[config.mk]
export PLATFORM = sky130hd
export DESIGN_NAME = dpram_arb2
export DESIGN_NICKNAME = d
export VERILOG_FILES = /design/src/rtl/dpram_arb_pkg.sv /design/src/rtl/rr_arb2.sv /design/src/rtl/dpram_arb2.sv
export SDC_FILE = /design/constraint.sdc
export NUM_CORES = 1
export LEC_CHECK = 0
export BUFFER_PORTS_ARGS = -buffer_cell sky130_fd_sc_hd__buf_2
export CORE_AREA = 2 2 188 190
export CTS_CLUSTER_SIZE = 20
export DETAILED_ROUTE_END_ITERATION = 6
export DIE_AREA = 0 0 190 192
export GPL_ROUTABILITY_DRIVEN = 0
export SYNTH_ARGS = -nofsm -noshare
export SYNTH_HDL_FRONTEND = slang
export SYNTH_HIERARCHICAL = 1
export SYNTH_SLANG_ARGS = --single-unit
[constraint.sdc]
create_clock -name clk -period 8.7 [get_ports clk]
set_input_delay 1.74 -clock clk [delete_from_list [all_inputs] [get_ports clk]]
set_output_delay 1.74 -clock clk [all_outputs]
set_load 0.01 [all_outputs]
[src/rtl/dpram_arb_pkg.sv]
// Shared definitions for the two-requester RAM arbiter.
//   NREQ         number of requesters sharing the RAM
//   BYTES        byte lanes per RAM word (data width is fixed at 64)
//   req_id_t     requester index
//   addr_overlap true when an 8-byte read window touches an 8-byte write window,
//                wrapping modulo the RAM size
package dpram_arb_pkg;

   localparam int unsigned NREQ     = 2;
   localparam int unsigned DW_LEGAL = 64;
   localparam int unsigned BYTES    = DW_LEGAL / 8;

   typedef logic req_id_t;

   // d is the forward distance from write start to read start; the windows are
   // disjoint only when the read starts at least BYTES past the write and ends
   // before the write starts again (distance <= size - BYTES).
   function automatic logic addr_overlap(input logic [31:0]  waddr,
                                         input logic [31:0]  raddr,
                                         input int unsigned  size);
      logic [31:0] d;
      d = (raddr - waddr) & (size - 32'd1);
      return (d < BYTES) || (d > (size - BYTES));
   endfunction

endpackage

[src/rtl/rr_arb2.sv]
// Two-way round-robin arbiter.
//   clk, rst_n  clock, asynchronous active-low reset
//   req[1:0]    requests
//   upd         commit the current grant; priority moves away from the winner
//   grant[1:0]  one-hot grant, combinational from req and the priority register
module rr_arb2
   import dpram_arb_pkg::*;
(
   input  logic       clk,
   input  logic       rst_n,
   input  logic [1:0] req,
   input  logic       upd,
   output logic [1:0] grant
);

   req_id_t pri_q;

   always_comb begin
      grant = 2'b00;
      if (req == 2'b11) begin
         grant = pri_q ? 2'b10 : 2'b01;
      end else begin
         grant = req;
      end
   end

   // Winner r0 hands priority to r1 and vice versa.
   always_ff @(posedge clk or negedge rst_n) begin
      if (!rst_n) begin
         pri_q <= 1'b0;
      end else if (upd) begin
         pri_q <= grant[0];
      end
   end

endmodule

[src/rtl/dpram_arb2.sv]
// Shares one dual-port RAM between two requesters. The write port and read port
// are arbitrated independently (round-robin each), so one write and one read
// can be granted in the same cycle to different requesters. A read that
// overlaps the same-cycle write is held one cycle when HAZARD_STALL is set.
//   clk, rst_n                   clock, asynchronous active-low reset
//   rN_valid/we/addr/wdata       request (we == 0 means read), N = 0,1
//   rN_ready                     request accepted this cycle
//   rN_rsp_valid/rsp_rdata       response one cycle after acceptance
//   mem_we/din/waddr/raddr       to RAM
//   mem_dout                     from RAM, one cycle after raddr
module dpram_arb2
   import dpram_arb_pkg::*;
#(
   parameter int unsigned SIZE         = 65536,
   parameter int unsigned DW           = 64,
   parameter int unsigned HAZARD_STALL = 1,
   localparam int unsigned AW          = $clog2(SIZE)
) (
   input  logic            clk,
   input  logic            rst_n,
   input  logic            r0_valid,
   output logic            r0_ready,
   input  logic [DW/8-1:0] r0_we,
   input  logic [AW-1:0]   r0_addr,
   input  logic [DW-1:0]   r0_wdata,
   output logic            r0_rsp_valid,
   output logic [DW-1:0]   r0_rsp_rdata,
   input  logic            r1_valid,
   output logic            r1_ready,
   input  logic [DW/8-1:0] r1_we,
   input  logic [AW-1:0]   r1_addr,
   input  logic [DW-1:0]   r1_wdata,
   output logic            r1_rsp_valid,
   output logic [DW-1:0]   r1_rsp_rdata,
   output logic [DW/8-1:0] mem_we,
   output logic [DW-1:0]   mem_din,
   output logic [AW-1:0]   mem_waddr,
   output logic [AW-1:0]   mem_raddr,
   input  logic [DW-1:0]   mem_dout
);

   logic [DW/8-1:0] we    [NREQ];
   logic [AW-1:0]   addr  [NREQ];
   logic [DW-1:0]   wdata [NREQ];

   logic [NREQ-1:0] valid, is_wr, is_rd;
   logic [NREQ-1:0] wr_gnt, rd_gnt_raw, rd_gnt, ready;
   logic [NREQ-1:0] rsp_vld_q, rsp_isrd_q;
   logic [AW-1:0]   raddr_q;
   req_id_t         wr_id, rd_id;
   logic            hazard;

   assign we[0]    = r0_we;
   assign we[1]    = r1_we;
   assign addr[0]  = r0_addr;
   assign addr[1]  = r1_addr;
   assign wdata[0] = r0_wdata;
   assign wdata[1] = r1_wdata;

   // Gating with rst_n keeps ready and all RAM strobes low during reset.
   assign valid = {r1_valid, r0_valid} & {NREQ{rst_n}};

   always_comb begin
      is_wr = '0;
      is_rd = '0;
      for (int n = 0; n < NREQ; n++) begin
         is_wr[n] = valid[n] & (|we[n]);
         is_rd[n] = valid[n] & ~(|we[n]);
      end
   end

   rr_arb2 u_wr_arb (
      .clk   (clk),
      .rst_n (rst_n),
      .req   (is_wr),
      .upd   (|wr_gnt),
      .grant (wr_gnt)
   );

   // Read priority advances only on a read that actually goes out, so a
   // stalled read keeps its turn.
   rr_arb2 u_rd_arb (
      .clk   (clk),
      .rst_n (rst_n),
      .req   (is_rd),
      .upd   (|rd_gnt),
      .grant (rd_gnt_raw)
   );

   assign wr_id = wr_gnt[1];
   assign rd_id = rd_gnt_raw[1];

   assign hazard = (HAZARD_STALL != 0) && (|wr_gnt) && (|rd_gnt_raw) &&
                   addr_overlap(32'(addr[wr_id]), 32'(addr[rd_id]), SIZE);

   assign rd_gnt = hazard ? '0 : rd_gnt_raw;
   assign ready  = wr_gnt | rd_gnt;

   assign r0_ready = ready[0];
   assign r1_ready = ready[1];

   always_comb begin
      mem_we    = '0;
      mem_waddr = '0;
      mem_din   = '0;
      if (|wr_gnt) begin
         mem_we    = we[wr_id];
         mem_waddr = addr[wr_id];
         mem_din   = wdata[wr_id];
      end
   end

   // Read address holds its last value when no read is granted.
   assign mem_raddr = (|rd_gnt) ? addr[rd_id] : raddr_q;

   always_ff @(posedge clk or negedge rst_n) begin
      if (!rst_n) begin
         rsp_vld_q  <= '0;
         rsp_isrd_q <= '0;
         raddr_q    <= '0;
      end else begin
         rsp_vld_q  <= ready;
         rsp_isrd_q <= rd_gnt;
         if (|rd_gnt) begin
            raddr_q <= addr[rd_id];
         end
      end
   end

   assign r0_rsp_valid = rsp_vld_q[0];
   assign r1_rsp_valid = rsp_vld_q[1];
   assign r0_rsp_rdata = (rsp_vld_q[0] & rsp_isrd_q[0]) ? mem_dout : '0;
   assign r1_rsp_rdata = (rsp_vld_q[1] & rsp_isrd_q[1]) ? mem_dout : '0;

endmodule

==> results.py, run 1 <==
metrics = {
    "run_status": {
        "status": "complete, no violations",
    },
    "power": {
        "p_per_area_nw_per_um2": 79.4,
        "p_leak_nw": 4.39,
        "vdd.ir_drop.worst_mv": 0.0575,
    },
    "critical_path": {
        "path_class": "input pin to primary output",
        "crit_slowest_cell": "a2111oi_0",
        "worstPathCellList": "buf_2 > nor4_1 > nand2_1 > nor2_1 > a21boi_4 > buf_12 > mux2_2 > ha_1 > a21o_1 > a221oi_4 > o211ai_2 > a2111oi_0 > a211oi_1 > o311ai_1 > o32a_1 > o21a_1 > buf_4 > mux2_2 > buf_2",
        "cp-start-kind": "input pin",
        "crit_fanout": 15,
        "critPathTopFamily": "compound AO/OA/AOI/OAI gates",
        "path_buf_inv": 4,
        "required_ns": 6.96,
        "slowest_delay_ns": 0.49,
        "endpoint_kind": "primary output",
        "worst_ep_arrival_time_ns": 6.57,
    },
    "detailed_routing": {
        "wl_um": 32000,
        "drt_pass1_iterations": 5,
        "drtIter0Drc": 506,
        "routedWlPerCell_um": 22.4,
        "drtAntennaViolNets": 0,
        "num_vias": 6449,
        "drc": 0,
        "via_per_inst": 4.51,
    },
    "global_route": {
        "grt_pass1_vias": 5694,
        "antenna_found_initial": 33,
        "globalRoute.totalOverflow": 0,
        "grt_first_pass_wirelength_um": 41200,
        "grtUsageTotal_pct": 15.8,
        "grt_max_degree": 78,
    },
    "timing": {
        "period_minus_slack_ns": 8.31,
        "clock.fmax_mhz": 120,
        "hold_viol_final": 0,
        "drv_slew": 0,
        "fin_crit_sh_pct": 95.5,
        "skew_ns": 0.00397,
        "setup_viol": 0,
        "rsz0062_at_grt": "false",
        "setup-tns-final_ns": 0,
        "slew-limit-headroom_pct": 46.8,
        "tightest_slew_ns": 0.796,
    },
    "yosys": {
        "synth_top_area_cell": "and3_1",
        "avgSynthCellArea_um2": 7.81,
        "yosys-top-cells-area": "and3_1 20%, a22o_1 15%, dfrtp_1 13%",
        "ys_types": 60,
        "synth_top_area_share_pct": 19.8,
        "synth_edf_count": 0,
        "syn_inst": 529,
        "syn-num-nets": 789,
        "yosys_warnings": 6,
        "netlist_area_um2": 4130,
        "yosys-top-cells-count": "131 x and3_1, 73 x a22o_1, 41 x clkbuf_1",
        "synthFlopType": "dfrtp_1",
        "ys_ff_latch": 22,
        "synth-seq-area-share_pct": 13.3,
        "yosysMostFrequentCell": "and3_1",
        "synth_async_sr_flop_share_pct": 100,
    },
    "min_path": {
        "hold_path_class": "flip-flop to flip-flop",
    },
    "clock_tree": {
        "clkTransAtPathRegs_ns": 0.07,
        "htreeDepth": 1,
        "postCtsHoldBufs": 0,
        "tritoncts": "yes",
        "clk_path_buf_depth": 2,
        "cts_setup_buffers": 0,
        "cts.sinks": 22,
        "insertion_delay_ns": 0.26,
        "cts-root-buf": "clkbuf_16",
        "cts_buffers": 3,
    },
    "die": {
        "dieWidth_um": 190,
        "dieArea_um2": 36500,
        "die_y_um": 192,
        "ioPinCount": 480,
        "start_util_pct": 12.0,
        "rows": 68,
        "core_um2": 34300,
    },
    "placed_design": {
        "port-buffer-count": 479,
        "dpl.hpwl_um": 28000,
        "dp.cells": 1418,
    },
    "final_layout": {
        "final_cells": 1429,
        "drive_above_1_share_pct": 56.3,
        "fin_nets": 1228,
        "syn2layout_area_growth_pct": 71.5,
    },
    "job": {
        "maxCapViolCount": 0,
    },
}
flip-flops by register name (all words and copies together) (netlist names):
name and cells:
raddr_q 16, rsp_vld_q 2, u_wr_arb/pri_q 1, u_rd_arb/pri_q 1, rsp_isrd_q 2
stage by stage:
| step | utilization, % | instance area [µm²] | power [mW] | hold WS, ns | setup slack [ns] |
|---|---|---|---|---|---|
| final | 20.7 | 7090 | 0.563 | 0.497 | 0.391 |
| after global routing | 20.6 | 7080 | 0.602 | 0.510 | 0.0226 |
| after CTS | 20.6 | 7060 | 0.566 | 0.500 | 0.338 |
| after detailed placement | 20.3 | 6970 | 0.443 | 0.475 | 0.353 |
| after global placement | 20.3 | 6970 | 0.441 | 0.477 | 0.444 |
| after floorplan | - | 4130 | 0.291 | 0.493 | 0.631 |
cells in the final DEF (no fill, tap or decap), types with 13 or more instances in the layout:
cell type	count
a21oi_1	18
a22o_1	73
and3_1	131
buf_2	479
dfrtp_1	22
ha_1	15
inv_1	13
mux2_2	23
mux2i_1	16
nand2_1	15
nor2_1	29
o21ai_0	15
final timing paths:
path / startpoint / to / slack (ns) / depth (start not counted)
worst max-delay path: r1_we[2] / mem_raddr[4] / 0.39 / 19
worst min-delay path: raddr_q[5] / raddr_q[5] / 0.50 / 1
worst max register to register: u_rd_arb/pri_q / raddr_q[4] / 4.33 / 15
worst min register to register: raddr_q[5] / raddr_q[5] / 0.50 / 1
max in group asynchronous: rst_n / rsp_isrd_q[0] / 6.81 / 2
min in group asynchronous: rst_n / u_rd_arb/pri_q / 1.30 / 1
metal layers:
| layer | track usage, % | routed length (µm) | up-vias |
|---|---|---|---|
| met5 | 0 | 320 | - |
| met4 | 1.76 | 448 | 48 |
| met3 | 9.98 | 4540 | 70 |
| met2 | 23.2 | 13400 | 355 |
| met1 | 19.9 | 13300 | 3052 |
| li1 | - | - | 2924 |
layout make-up:
| type | count | area (µm²) |
|---|---|---|
| fillers | 3874 | 27200 |
| well taps | 455 | 569 |
| inverters | 13 | 48.8 |
| repair buffers | 491 | 2500 |
| flip-flops and latches | 22 | 551 |
| clock buffers | 4 | 88.8 |
| diodes | 7 | 17.5 |
| multi-input cells | 437 | 3310 |
power by group:
group	internal (mW)	leakage (nW)	switching, mW
clock	0.0706	0.0442	0.0463
combinational	0.143	4.05	0.193
sequential	0.107	0.297	0.00193
what timing repair did:
| item | CTS | global route |
|---|---|---|
| setup endpoints to repair | 0 | 16 |
| resized for setup | 0 | 1 |
| hold endpoints to repair | 0 | 0 |
kinds of logic after synthesis:
group / after synthesis / synth area share (%)
compound gates: 151 / 28.9
xor+xnor: 12 / 2.54
fa+ha+maj: 16 / 5.03
buf+inv: 70 / 7.24
flops: 22 / 13.3
mux: 49 / 13.8
simple gates: 209 / 29.2
(Power assumes the default switching activity.)
==> run 2: changes to the inputs <==
--- a/config.mk
+++ b/config.mk
@@ -6,12 +6,13 @@
 export NUM_CORES = 1
 export LEC_CHECK = 0
 export BUFFER_PORTS_ARGS = -buffer_cell sky130_fd_sc_hd__buf_2
-export CORE_AREA = 2 2 188 190
+export CAP_MARGIN = 5
+export CORE_AREA = 2 2 185 187
+export CTS_BUF_LIST = sky130_fd_sc_hd__clkbuf_8
 export CTS_CLUSTER_SIZE = 20
 export DETAILED_ROUTE_END_ITERATION = 6
-export DIE_AREA = 0 0 190 192
+export DIE_AREA = 0 0 187 189
 export GPL_ROUTABILITY_DRIVEN = 0
 export SYNTH_ARGS = -nofsm -noshare
 export SYNTH_HDL_FRONTEND = slang
-export SYNTH_HIERARCHICAL = 1
 export SYNTH_SLANG_ARGS = --single-unit
==> run 2 against run 1 <==
- combinational power increased by 18%
- critical path type unchanged
- clock skew grew 0.0046 ns
- sequential power barely moved
- die area decreased by 3.1%
- synthesized area increased by 4.8%
- synthesized cell count up 7.2%
- clock power is 8% lower
- worst setup slack worse by 0.30 ns
- count of clock-buffer cells in the layout down 1
- non-clock buffer count is 66 higher
==> results.py, run 2 <==
metrics = {
    "global_route": {
        "grt_pass1_vias": 6780,
        "antenna_found_initial": 34,
        "grtUsageTotal_pct": 16.9,
        "globalRoute.totalOverflow": 0,
        "grt_max_degree": 73,
        "grt_first_pass_wirelength_um": 44900,
    },
    "clock_tree": {
        "cts.sinks": 22,
        "cts-root-buf": "clkbuf_8",
        "clk_path_buf_depth": 2,
        "clkTransAtPathRegs_ns": 0.10,
        "tritoncts": "yes",
        "cts_setup_buffers": 0,
        "htreeDepth": 1,
        "insertion_delay_ns": 0.29,
        "cts_buffers": 3,
        "postCtsHoldBufs": 0,
    },
    "placed_design": {
        "port-buffer-count": 479,
        "dpl.hpwl_um": 27600,
    },
    "critical_path": {
        "required_ns": 6.96,
        "crit_fanout": 6,
        "cp-start-kind": "input pin",
        "path_class": "input pin to primary output",
        "worst_ep_arrival_time_ns": 6.87,
        "r2r_cells": 16,
        "endpoint_kind": "primary output",
    },
    "timing": {
        "period_minus_slack_ns": 8.61,
        "fin_crit_sh_pct": 99.0,
        "slew-limit-headroom_pct": 29.8,
        "clock.fmax_mhz": 116,
        "drv_slew": 0,
        "setup_viol": 0,
        "setup-tns-final_ns": 0,
        "hold_viol_final": 0,
        "skew_ns": 0.00859,
        "tightest_slew_ns": 1.05,
    },
    "final_layout": {
        "fin_nets": 1335,
        "fin_util_pct": 23.7,
        "fillers": 3785,
        "largest_reg_flops": 16,
        "mostFrequentLayoutCells": "479 x buf_2, 131 x and3_1, 77 x buf_4",
        "layout_commonest_cell": "buf_2",
        "largest_register": "raddr_q",
        "drive_above_1_share_pct": 57.2,
        "largestRegisters": "raddr_q: 16 flops, rsp_isrd_q: 2 flops, rsp_vld_q: 2 flops",
        "syn2layout_area_growth_pct": 82.3,
    },
    "min_path": {
        "hold_path_class": "flip-flop to flip-flop",
        "whs_path_depth": 1,
    },
    "detailed_routing": {
        "via_per_inst": 4.63,
        "routedWlPerCell_um": 20.9,
        "drc": 0,
        "drtAntennaViolNets": 0,
        "wl_um": 32000,
        "drtIter0Drc": 465,
        "num_vias": 7077,
        "drt_pass1_iterations": 5,
    },
    "power": {
        "intPower_mw": 0.350,
        "combPwrFrac_pct": 64.4,
        "pwr-share-seq_pct": 18.0,
        "p_leak_nw": 4.82,
        "total_power_mw": 0.616,
        "switching_power_mw": 0.266,
        "p_per_area_nw_per_um2": 78.1,
        "vdd.ir_drop.worst_mv": 0.0508,
        "clock_power_share_pct": 17.6,
        "p_sw_share_pct": 43.2,
    },
    "yosys": {
        "avgSynthCellArea_um2": 7.64,
        "ys_types": 63,
        "synth_async_sr_flop_share_pct": 100,
        "synth_top_area_cell": "and3_1",
        "syn_inst": 567,
        "ys_ff_latch": 22,
        "netlist_area_um2": 4330,
        "syn-num-nets": 827,
        "synth_edf_count": 0,
        "synth-seq-area-share_pct": 12.7,
        "yosys-top-cells-count": "131 x and3_1, 72 x a22o_1, 51 x clkbuf_1",
        "yosys-top-cells-area": "and3_1 19%, a22o_1 15%, dfrtp_1 13%",
        "yosysMostFrequentCell": "and3_1",
        "synth_top_area_share_pct": 18.9,
        "synthFlopType": "dfrtp_1",
        "yosys_warnings": 0,
    },
    "job": {
        "maxCapViolCount": 0,
    },
    "run_status": {
        "status": "complete, no violations",
    },
    "die": {
        "start_util_pct": 13.0,
        "ioPinCount": 480,
        "dieWidth_um": 187,
        "die_y_um": 189,
        "dieArea_um2": 35300,
        "rows": 67,
        "core_um2": 33300,
    },
}
run 2: cell count changes in the layout (fill, tap and decap cells not counted), sizes merged, moves of 6 or more:
cell / delta
mux2: -7
o21ai: -6
nor3: +14
buf: +66
nand2: +14
or4: +8
run 2: worst max-delay path, cell delays in order:
cell      delay [ns]
buf_2           0.13
or4_4           0.59
or4_4           0.56
nand2_4         0.13
buf_4           0.13
mux2_2          0.34
ha_1            0.35
a21oi_2         0.17
o21ai_1         0.13
a2111o_1        0.47
a31oi_2         0.26
and4_1          0.24
o21ai_0         0.10
or4_4           0.56
o221a_2         0.32
buf_4           0.19
mux2_4          0.31
buf_2           0.14
run 2: what timing repair did:
action,in CTS,in global routing
gates resized for setup,3,23
endpoints found under the setup margin,14,18
pin swaps,0,1
run 2: layout make-up:
cell class | count | area, µm² | share of cell area [%]
diodes | 7 | 17.5 | 0.222
clock inverters | 1 | 30.0 | 0.381
clock buffers | 3 | 41.3 | 0.523
inverters | 8 | 30.0 | 0.381
well taps | 448 | 561 | 7.10
repair buffers | 557 | 3000 | 38.0
multi-input cells | 483 | 3670 | 46.5
flip-flops and latches | 22 | 551 | 6.98
run 2: final timing paths:
kind | from | to | slack [ns]
hold / removal | raddr_q[1] | raddr_q[1] | 0.50
setup reg to reg | u_wr_arb.pri_q | raddr_q[11] | 3.84
max in group asynchronous | rst_n | rsp_vld_q[0] | 6.93
hold reg to reg | raddr_q[1] | raddr_q[1] | 0.50
setup / recovery | r0_we[3] | mem_raddr[11] | 0.09
min in group asynchronous | rst_n | u_wr_arb.pri_q | 1.25
run 2: per-layer routing:
metal / global-route usage, % / routed length (µm)
met1: 18.7 / 11800
met5: 0 / 265
met2: 28.9 / 15100
met3: 9.29 / 4260
met4: 2.41 / 580
run 2: cells by family after synthesis:
family,synth area share (%)
mux,11.5
fa+ha+maj,4.80
xor+xnor,1.82
simple gates,33.7
compound gates,29.7
buf+inv,5.72
flops,12.7
run 2: per-stage QoR:
stage / hold WS [ns] / instance area [µm²] / setup WS (ns) / std cells
finish: 0.497 / 7890 / 0.0911 / 1529
global route: 0.518 / 7890 / -0.0241 / 1527
CTS: 0.499 / 7770 / 0.00495 / 1522
detailed placement: 0.466 / 7690 / -0.0809 / 1518
global placement: 0.465 / 7690 / -0.00745 / 1518
floorplan: 0.476 / 4330 / 0.208 / 567
run 2: power groups by stage:
stage | logic, mW | registers, mW | clock network (mW)
2_1_floorplan | 0.188 | 0.112 | 0
6_report | 0.397 | 0.111 | 0.108
5_1_grt | 0.430 | 0.112 | 0.116
3_3_place_gp | 0.380 | 0.113 | 0
3_5_place_dp | 0.383 | 0.113 | 0
4_1_cts | 0.386 | 0.111 | 0.112
